<file path="src/rtl/la5_matrix_loader.sv">
// rtl/la5_matrix_loader.sv - 5x5 matrix frame loader and read port for the LA5 core
//
// Buffers one row-major frame of N*N elements, flags it to LA5 and holds it
// frozen until LA5 releases it.
//
// Ports:
//   clk            rising-edge clock
//   reset          asynchronous active-low reset
//   in_data        write-stream element (row-major a11..a55)
//   in_valid       in_data valid this cycle
//   in_last        final element of the frame, qualified by in_valid
//   in_ready       loader accepts in_data this cycle
//   address        read index from LA5 (0..N*N-1)
//   data_out       registered read data for address (0 when out of range)
//   matrix_valid   a complete, well-formed matrix is held
//   matrix_release one-cycle pulse from LA5: matrix consumed
//   frame_err      one-cycle pulse: framing violation, frame discarded
//   wr_count       elements accepted so far in the current frame

module la5_matrix_loader #(
  parameter int DW = 32,
  parameter int N  = 5,
  parameter int AW = 5
) (
  input  logic          clk,
  input  logic          reset,
  input  logic [DW-1:0] in_data,
  input  logic          in_valid,
  input  logic          in_last,
  output logic          in_ready,
  input  logic [AW-1:0] address,
  output logic [DW-1:0] data_out,
  output logic          matrix_valid,
  input  logic          matrix_release,
  output logic          frame_err,
  output logic [AW-1:0] wr_count
);

  localparam int            DEPTH     = N * N;
  localparam logic [AW-1:0] LAST_SLOT = AW'(DEPTH - 1);
  localparam logic [AW:0]   DEPTH_W   = (AW + 1)'(DEPTH);

  typedef enum logic {LOAD, FULL} state_t;

  state_t        state_q, state_d;
  logic          armed_q;
  logic [AW-1:0] count_q, count_d;
  logic          err_d;
  logic          wr_en;
  logic          transfer;
  logic [DW-1:0] mem [DEPTH];

  // armed_q keeps in_ready low until the first edge after reset deasserts.
  assign in_ready     = armed_q && (state_q == LOAD);
  assign matrix_valid = (state_q == FULL);
  assign wr_count     = count_q;
  assign transfer     = in_valid && in_ready;

  always_ff @(posedge clk or negedge reset) begin
    if (!reset) begin
      state_q   <= LOAD;
      armed_q   <= 1'b0;
      count_q   <= '0;
      frame_err <= 1'b0;
    end else begin
      state_q   <= state_d;
      armed_q   <= 1'b1;
      count_q   <= count_d;
      frame_err <= err_d;
    end
  end

  always_comb begin
    state_d = state_q;
    count_d = count_q;
    err_d   = 1'b0;
    wr_en   = 1'b0;
    case (state_q)
      LOAD: begin
        if (transfer) begin
          // in_last must coincide exactly with the final slot; any other
          // combination discards the word and restarts the frame.
          if ((count_q == LAST_SLOT) != in_last) begin
            err_d   = 1'b1;
            count_d = '0;
          end else if (in_last) begin
            wr_en   = 1'b1;
            count_d = '0;
            state_d = FULL;
          end else begin
            wr_en   = 1'b1;
            count_d = count_q + AW'(1);
          end
        end
      end
      FULL: begin
        if (matrix_release) state_d = LOAD;
      end
      default: state_d = LOAD;
    endcase
  end

  // Buffer contents survive reset; only matrix_valid qualifies them.
  always_ff @(posedge clk) begin
    if (wr_en) mem[count_q] <= in_data;
  end

  always_ff @(posedge clk or negedge reset) begin
    if (!reset) begin
      data_out <= '0;
    end else if ({1'b0, address} < DEPTH_W) begin
      data_out <= mem[address];
    end else begin
      data_out <= '0;
    end
  end

endmodule

</file>
<file path="config.mk">
export PLATFORM = sky130hd
export DESIGN_NAME = la5_matrix_loader
export DESIGN_NICKNAME = d
export VERILOG_FILES = /design/src/rtl/la5_matrix_loader.sv
export SDC_FILE = /design/constraint.sdc
export NUM_CORES = 1
export LEC_CHECK = 0
export CORE_MARGIN = 8
export CORE_UTILIZATION = 45
export DETAILED_ROUTE_END_ITERATION = 6
export GPL_TIMING_DRIVEN = 1
export PLACE_DENSITY = 0.72
export SETUP_SLACK_MARGIN = 0.1
export SYNTH_ARGS = -nofsm -noshare
export SYNTH_HDL_FRONTEND = slang
export SYNTH_SLANG_ARGS = --single-unit
</file>
<file path="constraint.sdc">
create_clock -name clk -period 5.2 [get_ports clk]
set_clock_uncertainty 0.05 [all_clocks]
set_input_delay 0.52 -clock clk [delete_from_list [all_inputs] [get_ports clk]]
set_output_delay 0.52 -clock clk [all_outputs]
set_load 0.05 [all_outputs]
</file>
# Word-level counts from Yosys, hierarchy flattened
# Memory sizes are Yosys's and may differ from the RTL's.
# Index checks and enable logic that the tools add are counted.
op_classes:
  n_addsub: 1
  mul: 0
  div_mod_pow: 0
  order_cmp: 1
  eq_ne: 2
  shift: 0
  mux: 16
  bitwise_logic: 1
  reduce_logical: 3
op_table:
  columns: ["operator", "n"]
  rows:
  - ["32-bit two-way mux", 1]
  - ["1-bit two-way mux", 12]
  - ["5-bit two-way mux", 2]
  - ["5-bit by 1-bit adder with 5-bit output, second input constant", 1]
  - ["5-bit equality test, second input constant", 1]
  - ["5-bit less-than comparator, second input constant", 1]
  - ["1-bit logical AND", 2]
  - ["1-bit case mux with 2 select lines", 1]
  - ["2-bit AND reduction", 1]
  - ["1-bit != test", 1]
  - ["1-bit inverter", 1]
totals:
  regBits: 40
  latch_bits: 0
  ram_bits: 800
  mem_bits_ro: 0
  in_bits: 42
  output_inout_bits: 40
  wordCells: 30
  n_memories: 1
mem_list:
  columns: ["name", "depth", "word_bits", "read_ports", "rd_clocked_by_memory_dff", "write_ports", "line_no", "text"]
  rows:
  - ["mem", 25, 32, 1, 0, 1, "51", "logic [DW-1:0] mem [DEPTH];"]

# Longest topological paths before layout
logic_depth:
  word_depth: 7
  mapped_depth: 7
  mapped_depth_nobuf: 7

# Worst setup path after synthesis
# Ideal clock, no wire load.
synth_path:
  path_kind: "register to register"
  start: "reg count_q[0], in the netlist wr_count[0]"
  end: "mem mem[21][0], enable pin"
  arrival_time_ns: 3.302
  t_required_ns: 4.729
  setup_slack_ns: 1.427
  stages_incl_launch_ff: 8
  n_path_buf: 0
  cell_sequence: "dfrtp_1 inv_1 ha_1 and3_1 ha_1 nor2_1 nand2_1 nor2_1"
synth_between:
  elab_chain_cells: 7
synth_lines:
  columns: ["element", "line_no", "text"]
  rows:
  - ["start: declaration", "47", "logic [AW-1:0] count_q, count_d;"]
  - ["start signal: assignment", "68", "count_q <= count_d;"]
  - ["5-bit equality test", "83", "if ((count_q == LAST_SLOT) != in_last) begin"]
  - ["1-bit != test", "83", null]
  - ["1-bit two-way mux", "83", null]
  - ["1-bit two-way mux", "80", "if (transfer) begin"]
  - ["1-bit two-way mux", "78", "case (state_q)"]
  - ["1-bit two-way mux", "105", "if (wr_en) mem[count_q] <= in_data;"]
  - ["1-bit two-way mux (not written as such)", "105", null]
  - ["end: declaration", "51", null]
# Parallel ways exist; a longest one is shown, timed or not.

# Final worst setup path
layout_path:
  start: "reg count_q[0], in the netlist wr_count[0]"
  end: "mem mem[6][13], enable pin"
# Same word-level chain as after synthesis.

==> flow_summary.yaml <==
status:
  status: "complete, no violations"
clock_network:
  clockBufferDepth: 3
  cts_hold_buffers: 0
  clkSinkCount: 840
  htree_levels: 3
  clk_pin_slew_ns: 0.06
  cts_tree: "built"
  cts-root-buf: "clkbuf_16"
  post_cts_resized: 0
  postCtsSetupBuffers: 0
  cts_made_buffers: 81
  clock_latency_ns: 0.61
floorplanning:
  die_w_um: 284.3
  die_h_um: 284.3
  pin_count: 82
  coreArea_um2: 71360
  std_cell_rows: 98
  dieArea_um2: 80820
  initial_core_util_pct: 45.39
sta:
  min_period_ns: 3.896
  rsz0062_at_grt: "no"
  setup_viol: 0
  relSlewSlack_pct: 12.28
  worst_slew_pin_slew_ns: 1.312
  final_hold_viol_count: 0
  tns_ns: 0
  finalCritPeriodShare_pct: 74.93
  slew_viol_final: 0
  fmax_mhz: 256.6
critical_path:
  cp-endpoint: "mem[6][13]"
  crit_buf_inv: 1
  reg2reg_slack_ns: 1.30
  crit_arrival_ns: 4.06
  cp.depth: 7
  crit_type: "flip-flop to flip-flop"
  timing.rr.end: "mem[6][13]"
  crit_path_end_kind: "flip-flop"
  cpPeakStageDelay_ns: 1.13
  r2r_start: "wr_count[0]"
  crit_fanout: 32
  startpoint_type: "flip-flop"
  cp.required_ns: 5.36
  crit_slowest_cell: "nor2_4"
  startpoint: "wr_count[0]"
  cp_top_family: "simple AND/OR/NAND/NOR gates"
  reg2regPathDepth: 7
  path_cells: "inv_1 > ha_1 > and3_1 > ha_1 > nor2_1 > nand2_1 > nor2_4"
  cp_common_cell: "ha_1"
yosys:
  postSynthAreaPerCell_um2: 17.72
  ys_types: 34
  synth.area.top_cells: "edfxtp_1 74%, mux2i_1 12%, dfrtp_1 3.1%, a22oi_1 3.0%, nand2_1 1.6%"
  yosysMostFrequentCell: "edfxtp_1"
  synth_compound_area_share_pct: 3.716
  synthSimpleGateAreaFrac_pct: 4.601
  synth.yosys.warnings: 0
  syn_inst: 1828
  syn-cell-area_um2: 32390
  synth-edff-count: 800
  synthMuxAreaShare_pct: 11.90
  synthXorXnorAreaFrac_pct: 0
  synthAdderAreaFrac_pct: 0.1932
  ys.flop_type: "edfxtp_1"
  synth_top_area_share_pct: 74.17
  synthArstFlopShare_pct: 4.762
  synthTopCellsByCount: "800 x edfxtp_1, 384 x mux2i_1, 134 x nand2_1"
  yosysSeqAreaShare_pct: 77.26
  ys_ff_latch: 840
  synthesis.nets: 1875
  synth_top_cell_by_area: "edfxtp_1"
  synth_top_family_by_area: "multiplexers"
grt:
  grt.overflow.total: 0
  grt_max_degree: 80
  grt_pass1_vias: 17086
  track_usage_pct: 18.16
  antenna_found_initial: 0
  grt_pass1_wl_mm: 110.4
layout:
  n_antenna_cell: 0
  multiInputGateArea_um2: 6843
  finalNetCount: 1958
  fill_cells: 5581
  areaGrowthSynthToFinish_pct: 13.59
  fin_cells: 2929
  regArea_um2: 25020
  drive_gt1_share_pct: 9.146
drt:
  vias_per_cell: 5.786
  dr.pass1.iters: 5
  wirelength_mm: 75.88
  vias: 16947
  drt_iter0_markers: 1610
  ant_nets: 0
  post_drt_wl_per_cell_um: 25.91
  drc_errors: 0
power_and_ir_drop:
  cellLeakagePower_uw: 0.01258
  ir_drop_mv: 0.2241
  p_per_area_nw_per_um2: 388.9
place:
  place_hpwl_mm: 43.62
  dp.cells: 2778
  port_buffers: 81
  gp_congestion: 0.7734
min_path:
  hold_class: "primary input to async pin"
job:
  cap_violations: 0
## sequential cells by signal, summed over array words and instances (netlist names)
signal,count
frame_err,1
matrix_valid,1
data_out,32
mem,800
wr_count,5
armed_q,1
## worst reg2reg max path, cell delays in order, from the launching register on
cell     delay (ns)
dfrtp_1        0.44
inv_1          0.13
ha_1           0.26
and3_1         0.21
ha_1           0.33
nor2_1         0.42
nand2_1        0.53
nor2_4         1.13
## cells by family (layout without fill, tap and decap cells)
logic type,count (synthesis),after routing
flip-flops,840,840
other,1,1
AO/OA/AOI/OAI,176,176
multiplexers,385,385
buffers and inverters,106,257
adder cells (fa/ha/maj),5,5
AND/OR/NAND/NOR,315,315
## cell usage in the layout (no fill, tap or decap), types with 2 or more instances in the layout
cell type        instances
a21oi_1                 42
a22oi_1                128
and2_2                   3
buf_4                   20
bufinv_16               11
clkbuf_1                19
clkbuf_16               85
clkbuf_8                 8
clkdlybuf4s50_1         77
clkinv_1                15
clkinv_2                12
dfrtp_1                 40
edfxtp_1               800
ha_1                     5
inv_1                    5
inv_6                    2
mux2i_1                384
nand2_1                134
nand3_1                 75
nand4_1                 57
nor2_1                   4
nor2_4                  26
nor2b_1                  2
nor2b_4                  5
o21ai_1                  4
## power by group
group / total, uW / internal [uW] / switching (uW)
sequential: 7480 / 7460 / 21.0
clock: 6020 / 3620 / 2400
combinational: 809 / 245 / 564
## layer usage
metal / part of all wire (%) / routed length [um] / GRT usage, %
met2: 48 / 36530 / 29.54
met5: 0 / 0 / 0
met1: 41 / 30980 / 24.19
met3: 8.3 / 6264 / 3.862
met4: 2.8 / 2107 / 6.225
## stage by stage
stage                     power [uW]  hold WS, ns  setup WS, ns  util, %  cell area [um2]
after floorplan                 8079       0.1744         1.427        -            32390
after global placement          8422       0.4111         1.318    47.70            34040
after detailed placement        8432       0.4167         1.293    47.70            34040
after CTS                      14390      0.04261         1.319    51.56            36790
after global routing           14660      0.08481         1.163    51.56            36790
final                          14310      0.02259         1.304    51.56            36790
## worst min-delay path by stage
| stage | endpoint | slack (ns) | start | cells past startpoint |
|---|---|---|---|---|
| after floorplan | armed_q | 0.17 | reset | 0 |
| after detailed placement | data_out[22] | 0.42 | mem[24][22] | 2 |
| after CTS | data_out[18] | 0.04 | reset | 2 |
| final | data_out[19] | 0.02 | reset | 2 |
| after global routing | data_out[18] | 0.08 | reset | 2 |
| after global placement | data_out[21] | 0.41 | mem[24][21] | 2 |
## area by class of cell
class	count	share of cell area [%]
Tap cell	950	3.231
Timing Repair Buffer	101	2.622
Clock buffer	110	6.200
Sequential cell	840	68.02
Multi-Input combinational cell	882	18.60
Clock inverter	41	1.282
Inverter	5	0.05101
(Power assumes the default switching activity.)
